## config.mk

```make
export PLATFORM = sky130hd
export DESIGN_NAME = serial_adder_nb_flat
export DESIGN_NICKNAME = d
export VERILOG_FILES = /design/src/rtl/serial_adder_nb_pkg.sv /design/src/rtl/serial_adder_nb_if.sv /design/src/rtl/serial_adder_nb_digit.sv /design/src/rtl/serial_adder_nb.sv /design/src/flat_wrapper.sv
export SDC_FILE = /design/constraint.sdc
export NUM_CORES = 1
export LEC_CHECK = 0
export ABC_AREA = 1
export CAP_MARGIN = 20
export CORE_MARGIN = 2
export CORE_UTILIZATION = 30
export CTS_BUF_LIST = sky130_fd_sc_hd__clkbuf_4
export CTS_CLUSTER_DIAMETER = 150
export DETAILED_ROUTE_END_ITERATION = 8
export GPL_TIMING_DRIVEN = 0
export PLACE_DENSITY = 0.54
export SLEW_MARGIN = 20
export SYNTH_ARGS = -nofsm -noshare
export SYNTH_HDL_FRONTEND = slang
export SYNTH_SLANG_ARGS = --single-unit
```

## constraint.sdc

```tcl
create_clock -name clk -period 1.96 [get_ports clk]
set_clock_uncertainty 0.05 [all_clocks]
set_input_delay 0.392 -clock clk [delete_from_list [all_inputs] [get_ports clk]]
set_output_delay 0.392 -clock clk [all_outputs]
set_load 0.03 [all_outputs]
```

## src/rtl/serial_adder_nb_pkg.sv

```systemverilog
`default_nettype none
// +----------------------------------------------------------------------+
// | Module  : serial_adder_nb_pkg                                        |
// | Purpose : Shared types and helpers for the digit-serial adder.       |
// | Revision: 1.0  initial release                                       |
// +----------------------------------------------------------------------+
package serial_adder_nb_pkg;

  // Control states of the digit-serial sequencer. Code 2'd3 is unused.
  typedef enum logic [1:0] {
    ST_IDLE = 2'd0,
    ST_RUN  = 2'd1,
    ST_DONE = 2'd2
  } state_t;

  // One full-adder cell: returns {carry_out, sum}.
  function automatic logic [1:0] full_add(input logic a, input logic b, input logic ci);
    return {(a & b) | (a & ci) | (b & ci), a ^ b ^ ci};
  endfunction

  // Digit counter width; a single-digit operation still needs one bit.
  function automatic int cnt_width(input int ndig);
    return (ndig > 1) ? $clog2(ndig) : 1;
  endfunction

endpackage
`default_nettype wire

```

## src/rtl/serial_adder_nb_if.sv

```systemverilog
`default_nettype none
// +----------------------------------------------------------------------+
// | Module  : serial_adder_nb_if                                         |
// | Purpose : start/busy/done operand and result bundle of the adder.    |
// | Revision: 1.0  initial release                                       |
// +----------------------------------------------------------------------+
interface serial_adder_nb_if #(
  parameter int WIDTH = 8
);
  logic             start;
  logic             SUB;
  logic [WIDTH-1:0] A;
  logic [WIDTH-1:0] B;
  logic             Cin;
  logic             busy;
  logic             done;
  logic [WIDTH-1:0] S;
  logic             Cout;
  logic             V;

  // Controller side: issues requests, observes results.
  modport master (
    output start, SUB, A, B, Cin,
    input  busy, done, S, Cout, V
  );

  // Adder side.
  modport slave (
    input  start, SUB, A, B, Cin,
    output busy, done, S, Cout, V
  );
endinterface
`default_nettype wire

```

## src/rtl/serial_adder_nb_digit.sv

```systemverilog
`default_nettype none
// +----------------------------------------------------------------------+
// | Module  : adder_digit                                                |
// | Purpose : Combinational DIGIT-bit ripple of full-adder cells.        |
// |           cmsb is the carry into the slice MSB (for overflow).       |
// | Revision: 1.0  initial release                                       |
// +----------------------------------------------------------------------+
module adder_digit
  import serial_adder_nb_pkg::*;
#(
  parameter int DIGIT = 1
) (
  input  logic [DIGIT-1:0] a,
  input  logic [DIGIT-1:0] b,
  input  logic             ci,
  output logic [DIGIT-1:0] s,
  output logic             co,
  output logic             cmsb
);
  logic [DIGIT:0] w_c;

  assign w_c[0] = ci;

  for (genvar i = 0; i < DIGIT; i++) begin : g_fa
    logic [1:0] w_r;
    assign w_r        = full_add(a[i], b[i], w_c[i]);
    assign s[i]       = w_r[0];
    assign w_c[i+1]   = w_r[1];
  end

  assign co   = w_c[DIGIT];
  assign cmsb = w_c[DIGIT-1];

endmodule
`default_nettype wire

```

## src/rtl/serial_adder_nb.sv

```systemverilog
`default_nettype none
// +----------------------------------------------------------------------+
// | Module  : serial_adder_nb                                            |
// | Purpose : Multi-cycle adder/subtractor, one DIGIT-bit slice per      |
// |           clock with the carry held in a register. WIDTH must be a   |
// |           multiple of DIGIT and at least 2.                          |
// | Revision: 1.0  initial release                                       |
// +----------------------------------------------------------------------+
module serial_adder_nb
  import serial_adder_nb_pkg::*;
#(
  parameter int WIDTH = 8,
  parameter int DIGIT = 1
) (
  input  logic              clk,
  input  logic              rst,
  serial_adder_nb_if.slave  bus
);
  localparam int NDIG = WIDTH / DIGIT;
  localparam int CW   = cnt_width(NDIG);

  state_t           state_q, state_d;
  logic [WIDTH-1:0] a_q, a_d;
  logic [WIDTH-1:0] b_q, b_d;
  logic             carry_q, carry_d;
  logic [CW-1:0]    cnt_q, cnt_d;
  logic [WIDTH-1:0] sum_q, sum_d;
  logic [WIDTH-1:0] s_q, s_d;
  logic             cout_q, cout_d;
  logic             v_q, v_d;
  logic             busy_q, busy_d;
  logic             done_q, done_d;

  logic [DIGIT-1:0] w_slice_s;
  logic             w_co;
  logic             w_cmsb;
  logic [WIDTH-1:0] w_sum_next;
  logic             w_last;

  // Operands are shifted right each RUN cycle, so the active slice is
  // always the low DIGIT bits; this is the cnt*DIGIT slice of the latch.
  adder_digit #(.DIGIT(DIGIT)) u_digit (
    .a    (a_q[DIGIT-1:0]),
    .b    (b_q[DIGIT-1:0]),
    .ci   (carry_q),
    .s    (w_slice_s),
    .co   (w_co),
    .cmsb (w_cmsb)
  );

  // New slice enters at the top of the sum register; after NDIG cycles
  // every slice has landed in its final position.
  assign w_sum_next = WIDTH'({w_slice_s, sum_q} >> DIGIT);
  assign w_last     = (cnt_q == CW'(NDIG - 1));

  // Next-state and datapath decisions for the IDLE/RUN/DONE sequence.
  always_comb begin
    state_d = state_q;
    a_d     = a_q;
    b_d     = b_q;
    carry_d = carry_q;
    cnt_d   = cnt_q;
    sum_d   = sum_q;
    s_d     = s_q;
    cout_d  = cout_q;
    v_d     = v_q;
    busy_d  = busy_q;
    done_d  = 1'b0;
    case (state_q)
      ST_IDLE: begin
        if (bus.start) begin
          a_d     = bus.A;
          b_d     = bus.B ^ {WIDTH{bus.SUB}};
          carry_d = bus.SUB ? 1'b1 : bus.Cin;
          cnt_d   = '0;
          busy_d  = 1'b1;
          state_d = ST_RUN;
        end
      end
      ST_RUN: begin
        a_d     = a_q >> DIGIT;
        b_d     = b_q >> DIGIT;
        sum_d   = w_sum_next;
        carry_d = w_co;
        if (w_last) begin
          s_d     = w_sum_next;
          cout_d  = w_co;
          v_d     = w_cmsb ^ w_co;
          busy_d  = 1'b0;
          done_d  = 1'b1;
          state_d = ST_DONE;
        end else begin
          cnt_d = cnt_q + CW'(1);
        end
      end
      ST_DONE: state_d = ST_IDLE;
      default: state_d = ST_IDLE;
    endcase
  end

  // Register everything; reset clears results and aborts any operation.
  always_ff @(posedge clk) begin
    if (rst) begin
      state_q <= ST_IDLE;
      a_q     <= '0;
      b_q     <= '0;
      carry_q <= 1'b0;
      cnt_q   <= '0;
      sum_q   <= '0;
      s_q     <= '0;
      cout_q  <= 1'b0;
      v_q     <= 1'b0;
      busy_q  <= 1'b0;
      done_q  <= 1'b0;
    end else begin
      state_q <= state_d;
      a_q     <= a_d;
      b_q     <= b_d;
      carry_q <= carry_d;
      cnt_q   <= cnt_d;
      sum_q   <= sum_d;
      s_q     <= s_d;
      cout_q  <= cout_d;
      v_q     <= v_d;
      busy_q  <= busy_d;
      done_q  <= done_d;
    end
  end

  assign bus.busy = busy_q;
  assign bus.done = done_q;
  assign bus.S    = s_q;
  assign bus.Cout = cout_q;
  assign bus.V    = v_q;

endmodule
`default_nettype wire

```

## src/flat_wrapper.sv

```systemverilog
// flat-port wrapper written by rule: the top's interface ports become plain ports
module serial_adder_nb_flat import serial_adder_nb_pkg::*;
#(
  parameter int WIDTH = 8,
  parameter int DIGIT = 1
)
  (clk, rst, bus_start, bus_SUB, bus_A, bus_B, bus_Cin, bus_busy, bus_done, bus_S, bus_Cout, bus_V);
  serial_adder_nb_if #(.WIDTH(WIDTH)) bus_i ();
  input  logic clk;
  input  logic rst;
  input wire logic [$bits(bus_i.start)-1:0] bus_start;
  input wire logic [$bits(bus_i.SUB)-1:0] bus_SUB;
  input wire logic [$bits(bus_i.A)-1:0] bus_A;
  input wire logic [$bits(bus_i.B)-1:0] bus_B;
  input wire logic [$bits(bus_i.Cin)-1:0] bus_Cin;
  output wire logic [$bits(bus_i.busy)-1:0] bus_busy;
  output wire logic [$bits(bus_i.done)-1:0] bus_done;
  output wire logic [$bits(bus_i.S)-1:0] bus_S;
  output wire logic [$bits(bus_i.Cout)-1:0] bus_Cout;
  output wire logic [$bits(bus_i.V)-1:0] bus_V;
  assign bus_i.start = bus_start;
  assign bus_i.SUB = bus_SUB;
  assign bus_i.A = bus_A;
  assign bus_i.B = bus_B;
  assign bus_i.Cin = bus_Cin;
  assign bus_busy = bus_i.busy;
  assign bus_done = bus_i.done;
  assign bus_S = bus_i.S;
  assign bus_Cout = bus_i.Cout;
  assign bus_V = bus_i.V;
  serial_adder_nb #(.WIDTH(WIDTH), .DIGIT(DIGIT)) u_core (.clk(clk), .rst(rst), .bus(bus_i));
endmodule
```

## After elaboration in Yosys (flattened, before gate mapping)

Cells that the tools add are included.

- Bits in registers: 42
- Input bits: 21
- Output and inout bits: 12

- Add/sub/neg operators: 1
- Equality and inequality tests: 5
- Multiplexer cells: 17
- Bitwise logic cells: 10
- Reductions and logical operators: 8

Operator list:

| kind | count |
|---|---|
| 8-bit one-hot mux with 2 select lines | 2 |
| 8-bit 2-to-1 mux | 2 |
| 8-bit XOR | 1 |
| 3-bit 2-to-1 mux | 2 |
| 3-bit one-hot mux with 2 select lines | 1 |
| 2-bit AND reduction | 3 |
| 3-bit AND reduction | 2 |
| 1-bit 2-to-1 mux | 5 |
| 2-bit 2-to-1 mux | 2 |
| 2-bit != test, second input constant | 2 |
| 1-bit one-hot mux with 2 select lines | 2 |
| 2-bit one-hot mux with 2 select lines | 1 |
| 3-bit by 1-bit adder with 3-bit output, second input constant | 1 |
| 1-bit bitwise AND | 3 |
| 3-bit == test, second input constant | 1 |
| 1-bit XOR | 3 |
| 2-bit by 1-bit == test with 1-bit output, second input constant | 1 |
| 2-bit logical NOT | 1 |
| 2-bit by 1-bit != test with 1-bit output, second input constant | 1 |
| 1-bit bitwise OR | 2 |
| 2-bit nonzero test | 1 |
| 2-bit OR reduction | 1 |
| 1-bit NOT | 1 |

## Logic depth before layout (Yosys ltp)

Gate-level depths: netlist of the first run.

- Word-level depth: 4
- Mapped depth: 8
- Mapped depth without buffers: 8

## Cells and area by module

Synthesis of the first run repeated with hierarchy kept, for this count alone.

- Cell total of the unflattened synthesis: 259
- Area, all modules: 1891.8 µm²

By module, submodules not included:

| module | times used | cells each | area an instance (µm²) |
|---|---|---|---|
| serial_adder_nb | 1 | 257 | 1864.3 |
| adder_digit | 1 | 2 | 27.5 |

## Least setup slack after synthesis of the first run

Ideal clock, no wire load.

- Path type: register -> register
- Start point: reg u_core.cnt_q[0]
- End point: reg u_core.s_q[3] (netlist: u_core.bus.S[3])
- Data arrival time: 1.237 ns
- Required time: 1.788 ns
- Path slack: 0.551 ns
- Stages on the path, launching flop included: 9
- Period minus slack after synthesis: 1.409 ns
- Cells stage by stage: dfxtp_1 ha_1 ha_1 inv_1 nor2_1 inv_1 buf_2 nand3_1 o21ai_0

- Word-level cells in the longest chain between the ends: 2

Ends and longest elaborated chain:

| item | RTL line | text |
|---|---|---|
| from (decl) | serial_adder_nb.sv:26 | `logic [CW-1:0] cnt_q, cnt_d;` |
| from (signal assigned) | serial_adder_nb.sv:120 | `cnt_q <= cnt_d;` |
| 3-bit == test | serial_adder_nb.sv:54 | `assign w_last = (cnt_q == CW'(NDIG - 1));` |
| net u_core.w_last | serial_adder_nb.sv:38 | `logic w_last;` |
| 2-bit AND reduction (no line) | - |  |
| to (signal assigned) | serial_adder_nb.sv:110 | `s_q <= '0;` |
| to (signal assigned) | serial_adder_nb.sv:122 | `s_q <= s_d;` |
| to (decl) | serial_adder_nb.sv:28 | `logic [WIDTH-1:0] s_q, s_d;` |

The timed path passes the listed nets, and every way through them passes these cells.
A chain may end at the register's enable or synchronous reset.

## Worst setup path after layout of the first run

- Start point: reg u_core.s_q[0] (netlist: u_core.bus.S[0])
- End point: out bus_S[0]

RTL lines:

| item | RTL line | text |
|---|---|---|
| to (decl) | flat_wrapper.sv:18 | `output wire logic [$bits(bus_i.S)-1:0] bus_S;` |

No word-level cell between the ends.

==> results of run 1 <==
[cells by family after synthesis]
group	after synthesis	synth area share [%]
and+or+nand+nor	164	37.3
DFF	41	44.9
buffers and inverters	38	9.25
AOI/OAI and AO/OA	18	5.07
adders and majority gates	3	2.47
xor gates and xnor gates	2	0.959
[stage by stage]
stage	setup WS (ps)	area (µm²)	power, W	std cells
3_5_place_dp	140	2230	0.00118	372
5_1_grt	1.73	2310	0.00183	380
6_report	128	2310	0.00172	380
4_1_cts	101	2310	0.00175	380
2_1_floorplan	551	1830	0.00109	266
3_3_place_gp	131	2230	0.00118	372
[flip-flops by register name, indices dropped and copies added (netlist names), 2 cells and up]
register and cells:
u_core.a_q 8, u_core.b_q 8, u_core.bus.S 8, u_core.sum_q 7, u_core.cnt_q 3, u_core.state_q 2
[final cells by class]
type	count	area share, %
well taps	75	4.05
inverters	26	4.22
repair buffers	31	13.4
flip-flops and latches	41	35.5
clock inverters	3	2.00
clock buffers	5	1.62
plain buffers	12	3.08
multi-input cells	187	36.2
[synth_stat cells (all sizes together)]
master and n:
xor2 2, dfxtp 41, fa 1, nand2 69, a21oi 4, ha 2
or2 6, nand3 30, inv 26, nand3b 2, nor2 56, a211oi 1
nor3 1, buf 10, clkbuf 2, o21ai 13
[worst max-delay path by stage]
stage                     from              end  cells past startpoint
4_1_cts        u_core.bus.S[0]         bus_S[0]                      1
5_1_grt        u_core.cnt_q[0]  u_core.bus.S[0]                      8
3_5_place_dp         bus_start    u_core.b_q[5]                      8
3_3_place_gp         bus_start    u_core.b_q[5]                      8
2_1_floorplan  u_core.cnt_q[0]  u_core.bus.S[3]                      8
6_report       u_core.bus.S[0]         bus_S[0]                      1
[layer usage]
metal  track usage [%]  part of all wire, %  up-vias
li1                  -                    -      895
met1              17.5                   47      756
met2              22.8                   48       25
met3              4.18                  3.7        7
met4              4.17                  1.4        0
met5                 0                    0        -
[tightest hold or removal path, stage by stage]
cell and delay [ps]:
buf_2 170, xor2_1 90, nand2_1 50, a21oi_1 50
[where the power goes]
part | leakage, nW | internal (W) | switching [W]
clock | 0.0414 | 0.000270 | 0.000294
combinational | 0.747 | 0.000114 | 0.000138
sequential | 0.336 | 0.000880 | 0.0000264
total | 1.12 | 0.00126 | 0.000459
==> out/summary.txt, run 1 <==
R2R Path End -> u_core.bus.V
Max-slew violations -> 0
Unrepaired setup endpoints after global routing -> false
Footprint of the multi-input gates -> 837 µm²
Hold Crit Depth -> 4
Top post-synthesis cells by area -> dfxtp_1 (45%), nand2_1 (14%), nor2_1 (11%), nand3_1 (8.2%), inv_1 (5.3%)
Slowest stage delay, CP -> 670 ps
Die Y -> 82.0 µm
Seq cells post-synth -> 41
WHS -> 387 ps
Hold path endpoint -> u_core.b_q[7]
Die X -> 82.0 µm
Proportion of layout cells with a drive suffix above 1 -> 8.20%
Htree depth -> 2
Max-cap violations -> 0
Diode count -> 0
Post-route DRC -> 0
Avg Cell Area, Syn -> 6.87 µm²
PortBufs -> 31
Seq/Total Area, Yosys -> 44.9%
WP buf/inv -> 1
Routed length per instance -> 10.8 µm
Worst R2R Start -> u_core.cnt_q[0]
Synth area leader -> dfxtp_1
DRT Pass-1 Iters -> 7
Clock transition at path regs -> 140 ps
Core area -> 5890 µm²
Worst slew pin tran -> 525 ps
Worst hold start -> bus_SUB
Post-cts resize count -> 0
Overall global routing resource usage -> 13.9%
Post-DRT Antenna Nets -> 0
HP Class -> in2reg
Post-layout min period -> 1830 ps
Crit path DAT -> 1390 ps
First-pass GRT wire length -> 7190 µm
Filler cells -> 636
Syn_nets -> 290
Post-Syn Area -> 1830 µm²
Largest delay share family, worst path -> buffers and inverters
Commonest non-fill, non-tap cell in the layout -> nand2_1
Rows -> 28
GP Congestion -> 0.708
Setup violations, final -> 0
Cells after Synth -> 266
Fin util -> 39.3%
Peak fanout along the critical path -> 2
R2r setup slk -> 210 ps
GR Overflow Total -> 0
Clock latency on the worst-skew pair -> 350 ps
CTS tree -> yes
F_max -> 546 MHz
FF/Latch Area -> 821 µm²
Hpwl dp -> 3010 µm
Via count -> 1683
Vias in the first global route -> 1619
Die footprint -> 6730 µm²
Synth top area share -> 44.9%
VDD IR max -> 0.000307 V
Routed Wire Length -> 4110 µm
Crit path launch type -> flop
Cts hold-fix bufs -> 0
Slew HR -> 65.0%
Worst path cell trace -> clkdlybuf4s50_1
Count of cell types in the netlist -> 20
P per Cell Area -> 744 nW/µm²
WS Path Type -> reg2out
Largest net degree at the start of global routing -> 15
Worst Path Required -> 1520 ps
Yosys Warn Count -> 0
Root Buffer Master -> clkbuf_4
Clock sink total -> 41
Status -> complete, no violations
Post-DR vias/cell -> 4.43
Final net count -> 328
Most frequent cells in the layout -> nand2_1 (69), nor2_1 (54), dfxtp_1 (41)
Tcrit/Tclk final -> 93.5%
# IOs -> 33
P_leak -> 1.12 nW
Initial core utilization -> 31.0%
Initial antenna violation count -> 0
Post-CTS setup buffers -> 0
Slowest stage cell on the critical path -> clkdlybuf4s50_1
CTS Buffer Depth -> 2
Fin. Hold Viols -> 0
Syn-to-layout area delta -> 26.7%
Setup TNS -> 0 ps
Total CTS buffers -> 5
Initial DRC Count -> 48
Worst r2r path cells -> 8
Crit. End Element -> output port
(Power assumes the default switching activity.)
==> run 2: changes to the inputs <==
--- a/config.mk
+++ b/config.mk
@@ -12,6 +12,7 @@
 export CTS_BUF_LIST = sky130_fd_sc_hd__clkbuf_4
 export CTS_CLUSTER_DIAMETER = 150
 export DETAILED_ROUTE_END_ITERATION = 8
+export GPL_ROUTABILITY_DRIVEN = 0
 export GPL_TIMING_DRIVEN = 0
 export PLACE_DENSITY = 0.54
 export SLEW_MARGIN = 20
==> results of run 2 <==
No change in the layout: final DEF, timing and power equal those of run 1.
==> edit (config.mk and constraints of run 2) <==
`WIDTH` is set to 8 in 3 places; all go to 6.
--- a/src/rtl/serial_adder_nb_if.sv
+++ b/src/rtl/serial_adder_nb_if.sv
@@ -6,5 +6,5 @@
 // +----------------------------------------------------------------------+
 interface serial_adder_nb_if #(
-  parameter int WIDTH = 8
+  parameter int WIDTH = 6
 );
   logic             start;
--- a/src/rtl/serial_adder_nb.sv
+++ b/src/rtl/serial_adder_nb.sv
@@ -10,5 +10,5 @@
   import serial_adder_nb_pkg::*;
 #(
-  parameter int WIDTH = 8,
+  parameter int WIDTH = 6,
   parameter int DIGIT = 1
 ) (
--- a/src/flat_wrapper.sv
+++ b/src/flat_wrapper.sv
@@ -2,5 +2,5 @@
 module serial_adder_nb_flat import serial_adder_nb_pkg::*;
 #(
-  parameter int WIDTH = 8,
+  parameter int WIDTH = 6,
   parameter int DIGIT = 1
 )
Ports: changed (resized bus_A, bus_B and bus_S); port bits go from 33 to 27. The function was not compared with the original's and may differ.
==> edit against run 2 <==
Synthesized area down 14%; sequential cell count down 8; first-iteration DRC count down 44%; critical endpoint is now bus_busy; global-route usage down 2.3 points; total power down 15%; setup slack better by 0.032 ns; via count down 21%; cell area down 15%; routed wire length down 24%.
==> edit: results (changes against run 2) <==
* Synth cell count leaders: 69 x nand2_1, 36 x nor2_1, 33 x dfxtp_1 (was 69 x nand2_1, 54 x nor2_1, 41 x dfxtp_1)
* Grt met3 use at 3.199% (was 4.176%)
* Non-clk invs at 24 (was 26)
* Util after Layout at 38.81% (was 39.33%)
* Worst min-delay path startpoint: rst (was bus_SUB)
* Nets at 271 (was 328)
* Clock-pin slew on the worst setup and hold paths at 0.10 ns (was 0.14 ns)
* Worst slew pin tran at 0.4895 ns (was 0.5251 ns)
* Pin count of the biggest net entering global routing at 11 (was 15)
* Worst R2R Setup Slack at 0.61 ns (was 0.21 ns)
* Leakage at 0.0009431 uW (was 0.001124 uW)
* Routed met1 length at 1.628 mm (was 1.941 mm)
* Clock-cell share at 4.003% (was 3.622%)
* Pre-CTS setup slack at 0.1467 ns (was 0.1404 ns)
* Layout cells sized above 1 at 14.29% (was 8.197%)
* Status: finished clean (unchanged)
* CP Launch Point: u_core.bus.busy (was u_core.bus.S[0])
* Non-clk buf share at 15.12% (was 16.49%)
* Buffers, non-clock at 31 (was 43)
* Sequential area share after synthesis at 42.27% (was 44.93%)
* Footprint of the multi-input gates at 752.0 um2 (was 837.1 um2)
* Vias at 1,327 (was 1,683)
* Clock Buffer Count at 6 (was 5)
* WL per Instance at 9.699 um (was 10.81 um)
* Routed length on met2 at 1.342 mm (was 1.955 mm)
* Clock Latency Late Sink at 0.33 ns (was 0.35 ns)
* Worst path arrival time at 1.36 ns (was 1.39 ns)
* Placed Instance Area at 1891 um2 (was 2231 um2)
* Hold EP: u_core.cnt_q[2] (was u_core.b_q[7])
* WL final at 3.123 mm (was 4.109 mm)
* Routed met3 length at 113 um (was 153 um)
* Global-route wire length before repair at 5.416 mm (was 7.189 mm)
* Starting DRT DRC Count at 27 (was 48)
* Synthesis-stage register bit count at 33 (was 41)
[edit: cell types whose count changed after synthesis, sizes merged, moves of 2 or more]
cell    before  now
o21ai       13   17
buf         10    6
nand3       30   12
dfxtp       41   33
nand3b       2    0
inv         26   23
nand2       69   77
nor2        56   39
or2          6    0
[edit: worst max-delay path by stage]
| stage | end | slack (ns) | cells past startpoint |
|---|---|---|---|
| after CTS | bus_busy | 0.14 | 1 |
| final | bus_busy | 0.16 | 1 |
| after global placement | u_core.b_q[0] | 0.14 | 7 |
| after floorplan | u_core.bus.V | 0.75 | 4 |
| after global routing | bus_V | 0.09 | 1 |
| after detailed placement | u_core.b_q[0] | 0.15 | 7 |
[edit: cells by family after synthesis]
group	Yosys count	share of synthesized area (%)
compound gates	22	7.766
flops	33	42.27
simple gates	130	36.91
xor+xnor	1	0.5606
fa+ha+maj	3	2.882
buf+inv	31	9.606
[edit: where the power goes]
group	total [uW]	switching, uW	internal (uW)
Sequential	734	26.6	707
Clock	508	229	279
Combinational	215	120	95.2
Total	1460	376	1080
